## src/rtl/fetch_pkg.sv

```systemverilog
// Shared types and constants for the fetch stage.
// Entry bundle pushed from pc/cache toward decode.
package fetch_pkg;

    typedef struct packed {
        logic [63:0] pc;
        logic [31:0] inst;
        logic        comp;
    } fetch_entry_t;

    localparam logic [63:0] PC_STEP_FULL = 64'd4;
    localparam logic [63:0] PC_STEP_COMP = 64'd2;

endpackage

```

## src/rtl/fetch_fifo.sv

```systemverilog
// Small FIFO buffering fetched entries toward decode.
// Pointers carry a wrap bit to tell full from empty.
module fetch_fifo
    import fetch_pkg::*;
#(
    parameter int DEPTH = 2
) (
    input  logic         clk,
    input  logic         rst_n,
    input  logic         flush,
    input  logic         push,
    input  fetch_entry_t din,
    input  logic         pop,
    output fetch_entry_t dout,
    output logic         empty,
    output logic         full
);

    localparam int AW = $clog2(DEPTH);
    localparam logic [AW:0] ONE = 1;

    fetch_entry_t mem [DEPTH];
    logic [AW:0] wr_ptr;
    logic [AW:0] rd_ptr;

    assign empty = (wr_ptr == rd_ptr);
    assign full  = (wr_ptr[AW] != rd_ptr[AW])
                && (wr_ptr[AW-1:0] == rd_ptr[AW-1:0]);
    assign dout  = mem[rd_ptr[AW-1:0]];

    // Pointer update; flush wins over push and pop.
    always_ff @(posedge clk or negedge rst_n) begin
        if (!rst_n) begin
            wr_ptr <= '0;
            rd_ptr <= '0;
        end else if (flush) begin
            wr_ptr <= '0;
            rd_ptr <= '0;
        end else begin
            if (push)
                wr_ptr <= wr_ptr + ONE;
            if (pop)
                rd_ptr <= rd_ptr + ONE;
        end
    end

    // Storage write; cleared on reset so outputs read zero.
    always_ff @(posedge clk or negedge rst_n) begin
        if (!rst_n) begin
            for (int i = 0; i < DEPTH; i++)
                mem[i] <= '0;
        end else if (push && !flush) begin
            mem[wr_ptr[AW-1:0]] <= din;
        end
    end

endmodule

```

## src/rtl/fetch_stage.sv

```systemverilog
// PC generator and fetch buffer between instcache and decode.
// Redirects replace pc and flush buffered entries.
module fetch_stage
    import fetch_pkg::*;
#(
    parameter logic [63:0] RESET_PC   = 64'h0000_0000_0000_1000,
    parameter int          FIFO_DEPTH = 2
) (
    input  logic        clk,
    input  logic        rst_n,
    output logic [63:0] pc,
    input  logic        inst_valid,
    input  logic        inst_comp,
    input  logic [31:0] inst,
    input  logic        request,
    input  logic        redirect_valid,
    input  logic [63:0] redirect_pc,
    output logic        out_valid,
    input  logic        out_ready,
    output logic [63:0] out_pc,
    output logic [31:0] out_inst,
    output logic        out_comp
);

    fetch_entry_t din;
    fetch_entry_t dout;
    logic         empty;
    logic         full;
    logic         pop;
    logic         accept;
    logic [63:0]  step;
    logic         unused;

    assign unused = ^{request, redirect_pc[0]};

    assign pop    = out_valid & out_ready;
    assign accept = inst_valid & ~redirect_valid
                  & (~full | pop);
    assign step   = inst_comp ? PC_STEP_COMP
                              : PC_STEP_FULL;

    assign din.pc   = pc;
    assign din.inst = inst_comp ? {16'h0, inst[15:0]}
                                : inst;
    assign din.comp = inst_comp;

    assign out_valid = ~empty;
    assign out_pc    = dout.pc;
    assign out_inst  = dout.inst;
    assign out_comp  = dout.comp;

    // Fetch address: redirect first, then sequential advance.
    always_ff @(posedge clk or negedge rst_n) begin
        if (!rst_n)
            pc <= RESET_PC;
        else if (redirect_valid)
            pc <= {redirect_pc[63:1], 1'b0};
        else if (accept)
            pc <= pc + step;
    end

    fetch_fifo #(
        .DEPTH (FIFO_DEPTH)
    ) u_fifo (
        .clk   (clk),
        .rst_n (rst_n),
        .flush (redirect_valid),
        .push  (accept),
        .din   (din),
        .pop   (pop),
        .dout  (dout),
        .empty (empty),
        .full  (full)
    );

endmodule

```

## config.mk

```make
export PLATFORM = sky130hd
export DESIGN_NAME = fetch_stage
export DESIGN_NICKNAME = d
export VERILOG_FILES = /design/src/rtl/fetch_pkg.sv /design/src/rtl/fetch_fifo.sv /design/src/rtl/fetch_stage.sv
export SDC_FILE = /design/constraint.sdc
export NUM_CORES = 1
export LEC_CHECK = 0
export ABC_AREA = 0
export CAP_MARGIN = 20
export CORE_MARGIN = 2
export CORE_UTILIZATION = 30
export CTS_BUF_LIST = sky130_fd_sc_hd__clkbuf_8
export CTS_CLUSTER_SIZE = 12
export DETAILED_ROUTE_END_ITERATION = 7
export SLEW_MARGIN = 20
export SYNTH_ARGS = -nofsm -noshare
export SYNTH_HDL_FRONTEND = slang
export SYNTH_HIERARCHICAL = 1
export SYNTH_SLANG_ARGS = --single-unit
export TNS_END_PERCENT = 30
```

## constraint.sdc

```tcl
create_clock -name clk -period 3 [get_ports clk]
set_input_delay 0.6 -clock clk [delete_from_list [all_inputs] [get_ports clk]]
set_output_delay 0.6 -clock clk [all_outputs]
set_load 0.005 [all_outputs]
```

# [After elaboration in Yosys (flattened, before gate mapping)]
# Index checks and enable logic that the tools add are counted.
[classes] order_cmp=3 addsub=3 n_eq_ne=3 mux=14 reduce_logical=6 bitwise_logic=9
[ops] op="97-bit 2-to-1 mux" count=4
[ops] op="194-bit bitwise mux" count=1
[ops] op="64-bit 2-to-1 mux" count=2
[ops] op="97-bit demux with 1-bit select" count=1
[ops] op="64-bit by 3-bit adder with 64-bit output" count=1
[ops] op="32-bit 2-to-1 mux" count=1
[ops] op="2-bit 2-to-1 mux" count=4
[ops] op="2-bit by 1-bit adder with 2-bit output, second input constant" count=2
[ops] op="2-bit greater-or-equal comparator, second input constant" count=2
[ops] op="1-bit NOT with 2-bit output" count=2
[ops] op="2-bit nonzero test" count=2
[ops] op="1-bit AND" count=3
[ops] op="1-bit logical AND" count=3
[ops] op="3-bit 2-to-1 mux" count=1
[ops] op="1-bit NOT" count=3
[ops] op="2-bit == test" count=1
[ops] op="2-bit by 1-bit < comparator with 1-bit output, second input constant" count=1
[ops] op="1-bit == test" count=1
[ops] op="1-bit zero test" count=1
[ops] op="1-bit inequality test" count=1
[ops] op="1-bit bitwise OR" count=1
[word_totals] word_cells=47 out_inout_bits=162 ff_bits=262 in_bits=103

# [Logic depth before layout (Yosys ltp)]
# Gate-level depths: netlist of run 1.
[logic_depth] ltp_word=7 ltp_mapped=12 depth_no_buf=8

# [Hierarchy]
# The synthesis of run 1 kept the hierarchy.
[modules_own_cells] mod="fetch_fifo" instances=1 seq_area_each_um2=4954.8 area_each_um2=8530.7 cells_each=537
[modules_own_cells] mod="fetch_stage" instances=1 seq_area_each_um2=1577.8 area_each_um2=4601.9 cells_each=562

# [Worst setup path before layout of run 1]
# No wires, ideal clock.
[synth_timing] path_kind="input-to-reg" from="in inst_comp" to="reg pc[57]" t_required_ns=2.918 path_stages=9 setup_time_ns=0.082 arrival_time_ns=2.807 n_path_buf=1 slack_ns=0.111 cell_sequence="ha_1 -> inv_1 -> fa_1 -> and4b_1 -> o2111ai_1 -> clkbuf_1 -> or2_2 -> or4_1 -> a31oi_1"
[synth_via] elab_chain_cells=4
[synth_lines] item="start: declaration" line="fetch_stage.sv:13" rtl="input logic inst_comp,"
[synth_lines] item="3-bit 2-to-1 mux" line="fetch_stage.sv:39" rtl="assign step = inst_comp ? PC_STEP_COMP"
[synth_lines] item="64-bit by 3-bit adder with 64-bit output" line="fetch_stage.sv:59" rtl="pc <= pc + step;"
[synth_lines] item="64-bit 2-to-1 mux" line="fetch_stage.sv:58" rtl="else if (accept)"
[synth_lines] item="64-bit 2-to-1 mux" line="fetch_stage.sv:56" rtl="else if (redirect_valid)"
[synth_lines] item="end signal: assignment" line="fetch_stage.sv:57" rtl="pc <= {redirect_pc[63:1], 1'b0};"
[synth_lines] item="end signal: assignment" line="fetch_stage.sv:59"
[synth_lines] item="end: declaration" line="fetch_stage.sv:11" rtl="output logic [63:0] pc,"
# No other way between the ends. The select of a mux whose other input is x is not followed.
# A chain may end at the register's enable or synchronous reset.

# [Worst setup path in the final report of run 1]
[layout_timing] from="reg u_fifo.rd_ptr[0]" to="out out_pc[35]"
[layout_via] elab_chain_cells=4
[layout_lines] item="start: declaration" line="fetch_fifo.sv:24" rtl="logic [AW:0] rd_ptr;"
[layout_lines] item="start signal: assignment" line="fetch_fifo.sv:43" rtl="rd_ptr <= rd_ptr + ONE;"
[layout_lines] item="1-bit NOT with 2-bit output (not written as such)" line="fetch_fifo.sv:29" rtl="assign dout = mem[rd_ptr[AW-1:0]];"
[layout_lines] item="97-bit 2-to-1 mux (not written as such) (3 in a row)" line="fetch_fifo.sv:29"
[layout_lines] item="end: declaration" line="fetch_stage.sv:20" rtl="output logic [63:0] out_pc,"
# No other way between the ends. The select of a mux whose other input is x is not followed.

==> summary.md, run 1 <==
| Metric | Value |
|---|---|
| Status | finished, final reports clean |
| GRT Residual Overflow | 0 |
| Leak | 0.00730 uW |
| Die width | 213 um |
| Port Buffers | 261 |
| Vias in the first global route | 10,247 |
| Worst Hold Launch | redirect_valid |
| Clock Sinks | 261 |
| Final setup vio count | 0 |
| Initial antenna violation count | 8 |
| Final Hold Violating Endpoints | 0 |
| Post-DP Area | 0.0165 sq mm |
| Max Root-Sink Buffers | 3 |
| Slowest CP cell | dfrtp_4 |
| Root Buffer | clkbuf_8 |
| Die Ht | 213 um |
| Core Area | 0.0432 sq mm |
| Placement Rows | 76 |
| Synth top area share | 0.495 |
| Crit path capture type | primary output |
| Synth area leader | dfrtp_1 |
| Async set-reset flop share out of synthesis | 1.00 |
| VDD IR max | 0.356 mV |
| Wire per inst | 19.5 um |
| Final net count | 1,488 |
| Fmax | 346 MHz |
| Worst-Margin Slew | 0.738 ns |
| Worst relative slew slack | 0.504 |
| Die Area | 0.0455 sq mm |
| Clock Skews | 0.0286 ns |
| RSZ-0062 raised after global routing | no |
| PD cells | 694 mW/mm^2 |
| Synth cell types | 53 |
| Most common cell in the netlist | mux2_2 |
| DRC Markers | 0 |
| Clock transition at path regs | 0.06 ns |
| Data arrival, critical path | 2.29 ns |
| Synth Cell Area | 0.0131 sq mm |
| Worst path max stage delay | 0.51 ns |
| CTS Buf Count | 50 |
| Post-synth EDFFs | 0 |
| CTS tree | done |
| DP HPWL | 27,000 um |
| Placer congestion estimate | 0.842 |
| Main area contributors after synthesis | dfrtp_1 50%, mux2_2 23%, buf_4 3.8% |
| GRT Total Usage | 0.172 |
| Post-Syn Instances | 1,099 |
| Worst path required time | 2.40 ns |
| Synthesis-stage register bit count | 261 |
| Top Layer Used | met5 |
| Total power | 12,300 uW |
| Kind of critical path | reg2out |
| Fillers | 4,219 |
| ANT nets after route | 0 |
| Routed length on met2 | 17,500 um |
| Wirelength, routed | 39,100 um |
| Min Tclk post-route | 2.89 ns |
| DRT Pass-1 Iters | 5 |
| CP Cell Sequence | buf_16 > mux2_2 > clkdlybuf4s50_1 |
| # IOs | 265 |
| Vias | 9,693 |
| CP startpoint kind | register |
| Design area | 0.0177 sq mm |
| Hold crit path type | in2reg |
| Pin count of the biggest net entering global routing | 71 |
| YS warnings | 6 |
| Max-Cap Viols | 0 |
| First-pass GRT wire length | 59,900 um |
| Initial core utilization | 0.304 |
| CP max FO | 50 |
| Skew-Pair Late Insertion Delay | 0.62 ns |
| Layout cell share with drive strength beyond 1 | 0.315 |
| Syn_area_per_cell | 11.9 sq um |
| H-tree depth | 2 |
| Worst setup path start | u_fifo/rd_ptr[0] |
| R2R Path Start | u_fifo/rd_ptr[0] |
| Part of the cycle the worst path needs | 0.965 |
| WL met1 | 17,000 um |
| DRT iter0 DRCs | 441 |
| Drt via density | 4.82 |
| Area grow syn2layout | 35.1% |
| Top_reg_cell synth | dfrtp_1 |
| Max-slew violation count | 0 |
| Synth top cells by count | 263 x mux2_2, 260 x dfrtp_1, 66 x buf_4, 57 x nand2_1, 51 x o21ai_0 |
| Seq/Total Area, Yosys | 0.497 |
| Met3 WL | 3550 um |
per-stage QoR:
stage | setup WS, ns | instances | hold slack (ns) | utilization | TNS (ns)
3_3_place_gp | -0.603 | 1911 | 0.463 | 0.383 | -15.78
5_1_grt | 0.00118 | 2005 | 0.376 | 0.411 | 0
2_1_floorplan | 0.111 | 1101 | 0.304 | - | 0
3_5_place_dp | -0.657 | 1911 | 0.472 | 0.383 | -17.67
6_report | 0.106 | 2009 | 0.394 | 0.411 | 0
4_1_cts | -0.00609 | 2003 | 0.329 | 0.410 | -0.00609
cell families (layout without fill, tap and decap cells):
group / after synthesis / count (layout) / share of synthesized area
mux: 295 / 295 / 0.253
buf+inv: 133 / 452 / 0.0616
compound gates: 98 / 98 / 0.0446
simple gates: 268 / 268 / 0.113
fa+ha+maj: 3 / 3 / 0.00343
other cells: 1 / 7 / 0.000286
xor+xnor: 40 / 40 / 0.0267
flops: 261 / 261 / 0.497
layer usage:
metal,GRT usage,up-vias
met5,0,-
met4,0.0570,10
met3,0.0616,74
met2,0.268,308
met1,0.223,4801
li1,-,4500
cell type report:
cell class                      count  area, sq um  area share
Timing Repair Buffer              347         3500       0.197
Antenna cell                        4         10.0    0.000564
Sequential cell                   261         6540       0.368
Tap cell                          585          732      0.0413
Multi-Input combinational cell    707         5810       0.327
Inverter                           15         56.3     0.00317
Clock buffer                       63          867      0.0489
Clock inverter                     27          235      0.0133
timing repair:
action / 4_1_cts / 5_1_grt
resized for setup: 2 / 3
endpoints found under the hold margin: 65 / 0
hold buffers: 1 / 0
buffers inserted: 0 / 1
endpoints found under the setup margin: 97 / 21
gates cloned: 1 / 1
final timing paths:
path	to	slack, ns	cells after the start
worst min register to register	u_fifo/mem[139]	0.48	1
max in group asynchronous	pc[12]	1.63	3
min in group asynchronous	u_fifo/mem[88]	0.55	2
worst max-delay path	out_pc[35]	0.11	3
worst min-delay path	u_fifo/rd_ptr[0]	0.39	2
worst max register to register	u_fifo/mem[35]	0.12	12
registers in the layout (all words and copies together) (netlist names):
signal / cells
u_fifo/wr_ptr: 2
u_fifo/rd_ptr: 2
u_fifo/mem: 194
pc: 63
worst max-delay path, delay by kind of cell, from the launching register on:
family	cells	cell delay, ns
buffers and inverters	2	0.77
flip-flops	1	0.51
multiplexers	1	0.39
layout by cell type (no fill, tap or decap), drive strengths merged, types with 27 or more instances in the layout:
cell type      count
nand2             57
dfrtp            260
mux2             293
xnor2             31
nand4             27
nor2              35
clkdlybuf4s50    257
buf               86
clkbuf            64
o21ai             52
where the power goes:
group          internal [uW]  switching, uW  leakage (uW)
combinational           2290           1210       0.00350
sequential              4400            526       0.00320
clock                   2240           1630      0.000602
Note: power is estimated with default switching activity, not from simulation.
==> inputs of run 2 (changes only) <==
Settings changed: CAP_MARGIN 20 to 0, CORE_UTILIZATION 30 to 41, PLACE_DENSITY set to 0.66.
==> run 2 against run 1 <==
  * Largest power group unchanged
  * Combinational power down 1%
  * Critical endpoint is now out_pc[28]
  * Highest routed layer unchanged
  * Fmax about the same
  * Die area down 26%
==> summary.md, run 2 (synthesis gave the netlist of run 1 again) <==
| Metric | Value |
|---|---|
| Status | finished, final reports clean |
| Max-Cap Viols | 0 (unchanged) |
| Switching share of power | 0.271 (-0.00308) |
| Clock Sinks | 261 (unchanged) |
| Reg2reg setup slack | 0.26 ns (+0.14 ns) |
| Placer congestion estimate | 0.843 (about the same) |
| Clock Skews | 0.0165 ns (-0.0121 ns) |
| Clock power share | 0.276 (-0.039) |
| CP max FO | 50 (unchanged) |
| Drt via density | 5.32 (+10%) |
| Core Area | 0.0316 sq mm (-27%) |
| DRT iter0 DRCs | 459 (+4.1%) |
| R2R Path Start | pc[1] |
| First-pass GRT wire length | 55,200 um (-7.8%) |
| Vias | 9,589 (-1.1%) |
| Biggest register | u_fifo/mem |
| Hold crit path type | in2async |
| Fmax | 345 MHz (about the same) |
| Comb power frac | 0.298 (+0.013) |
| Post-DP Area | 0.0162 sq mm (-1.9%) |
| CTS Buf Count | 47 (-6.0%) |
| Switching power | 3150 uW (-6.8%) |
| Initial core utilization | 0.416 (+0.112) |
| Design area | 0.0172 sq mm (-3.2%) |
| Root Buffer | clkbuf_8 |
| Total power | 11,600 uW (-5.7%) |
| GRT Total Usage | 0.209 (+0.0364) |
| Worst path required time | 2.40 ns (about the same) |
| Part of the cycle the worst path needs | 0.965 (about the same) |
| Final setup vio count | 0 (unchanged) |
| Layout cell share with drive strength beyond 1 | 0.297 (-0.0186) |
| Die Area | 0.0335 sq mm (-26%) |
| H-tree depth | 2 (unchanged) |
| Max reg flops | 194 (unchanged) |
| Die Ht | 183 um (-14%) |
| VDD IR max | 0.374 mV (+5.2%) |
| Crit path capture type | primary output |
| Final net count | 1,473 (-1.0%) |
| # IOs | 265 (unchanged) |
| Initial antenna violation count | 2 (-6) |
| Placement Rows | 65 (-14%) |
| R2R cell count | 8 (-4) |
| Skew-Pair Late Insertion Delay | 0.54 ns (-0.08 ns) |
| Wirelength, routed | 35,600 um (-8.9%) |
| Commonest non-fill, non-tap cell in the layout | mux2_2 |
| ANT nets after route | 0 (unchanged) |
| Seq pwr share | 0.426 (+0.026) |
| Worst-Margin Slew | 0.751 ns (+0.0133 ns) |
| DRC Markers | 0 (unchanged) |
| Wire per inst | 19.8 um (+1.6%) |
| Commonest non-fill, non-tap cells in the layout | 263 x mux2_2, 259 x dfrtp_1, 258 x clkdlybuf4s50_1 |
| RSZ-0062 raised after global routing | no |
| Max Root-Sink Buffers | 3 (unchanged) |
| Clock transition at path regs | 0.05 ns (about the same) |
| Leak | 0.00717 uW (-1.8%) |
| Port Buffers | 261 (unchanged) |
| Final Hold Violating Endpoints | 0 (unchanged) |
| Post-cts hold buffer count | 0 (-1) |
| DP HPWL | 24,600 um (-8.7%) |
| Worst relative slew slack | 0.499 (-0.00433) |
| Vias in the first global route | 9,851 (-3.9%) |
| Pin count of the biggest net entering global routing | 82 (+15%) |
| Post-layout util | 0.544 (+0.134) |
| Data arrival, critical path | 2.29 ns (about the same) |
| Area grow syn2layout | 30.8% |
| GRT Residual Overflow | 0 (unchanged) |
| CTS tree | done |
| CP startpoint kind | register |
| Min Tclk post-route | 2.89 ns (+0.00122 ns) |
| PD cells | 676 mW/mm^2 (-2.6%) |
| Internal power | 8460 uW (-5.3%) |
| Biggest regs | u_fifo/mem: 194 flops, pc: 63 flops |
| DRT Pass-1 Iters | 7 (+2) |
| Kind of critical path | reg2out |
| Max-slew violation count | 0 (unchanged) |
| Reg-to-reg endpoint | pc[61] |
| Die width | 183 um (-14%) |
-- run 2: changes by cell type in the layout (fill, tap and decap cells not counted), sizes merged, moves of 3 or more --
cell | before | now
buf | 86 | 75
bufinv | 4 | 1
diode | 4 | 1
inv | 25 | 36
clkinvlp | 3 | 0
clkinv | 10 | 1
clkbuf | 64 | 57
-- run 2: cell type report --
cell class	count	area, sq um
Fill cell	2724	14400
Clock buffer	57	785
Sequential cell	261	6540
Antenna cell	1	2.50
Clock inverter	23	114
Tap cell	402	503
Inverter	15	56.3
Multi-Input combinational cell	707	5810
Timing Repair Buffer	335	3380
-- run 2: critical path, cell delays in order (launching register included) --
cell and delay (ns):
dfrtp_4 0.45, bufbuf_16 0.46, mux2_2 0.39, clkdlybuf4s50_1 0.44
-- run 2: routing by layer --
layer / routed length [um] / track usage / vias to the layer above / share of wire
li1: - / - / 4465 / -
met1: 15900 / 0.284 / 4752 / 0.45
met2: 16400 / 0.335 / 310 / 0.46
met3: 2620 / 0.0544 / 60 / 0.073
met4: 694 / 0.0518 / 2 / 0.019
met5: 12 / 0 / - / 0.00034
-- run 2: power by group through the flow --
| stage | Sequential [uW] | Clock, uW | Combinational [uW] |
|---|---|---|---|
| after global routing | 5050 | 3460 | 3740 |
| after floorplan | 4810 | 0 | 1830 |
| after detailed placement | 4990 | 0 | 3440 |
| final | 4940 | 3210 | 3460 |
| after CTS | 4940 | 3320 | 3510 |
| after global placement | 4930 | 0 | 3400 |
-- run 2: how the worst max path moves through the flow --
stage          cells after the start         end              from
2_1_floorplan                      9      pc[57]         inst_comp
3_3_place_gp                       9      pc[61]         inst_comp
3_5_place_dp                       9      pc[61]         inst_comp
4_1_cts                            9      pc[61]         inst_comp
5_1_grt                            3   out_pc[7]  u_fifo/rd_ptr[0]
6_report                           3  out_pc[28]  u_fifo/rd_ptr[0]
-- run 2: repair_timing --
action,in CTS,in global routing
gates resized for setup,2,1
endpoints found under the setup margin,44,8
buffers inserted,0,1
pin swaps,0,0
gates cloned,1,0
-- run 2: metrics by stage --
stage	hold slack, ns	setup WS, ns	cells	setup TNS (ns)
detailed placement	0.471	-0.597	1718	-15.80
global route	0.0700	0.0214	1800	0
global placement	0.462	-0.546	1718	-13.00
floorplan	0.304	0.111	1101	0
finish	0.0527	0.105	1801	0
CTS	0.0422	0.00106	1799	0
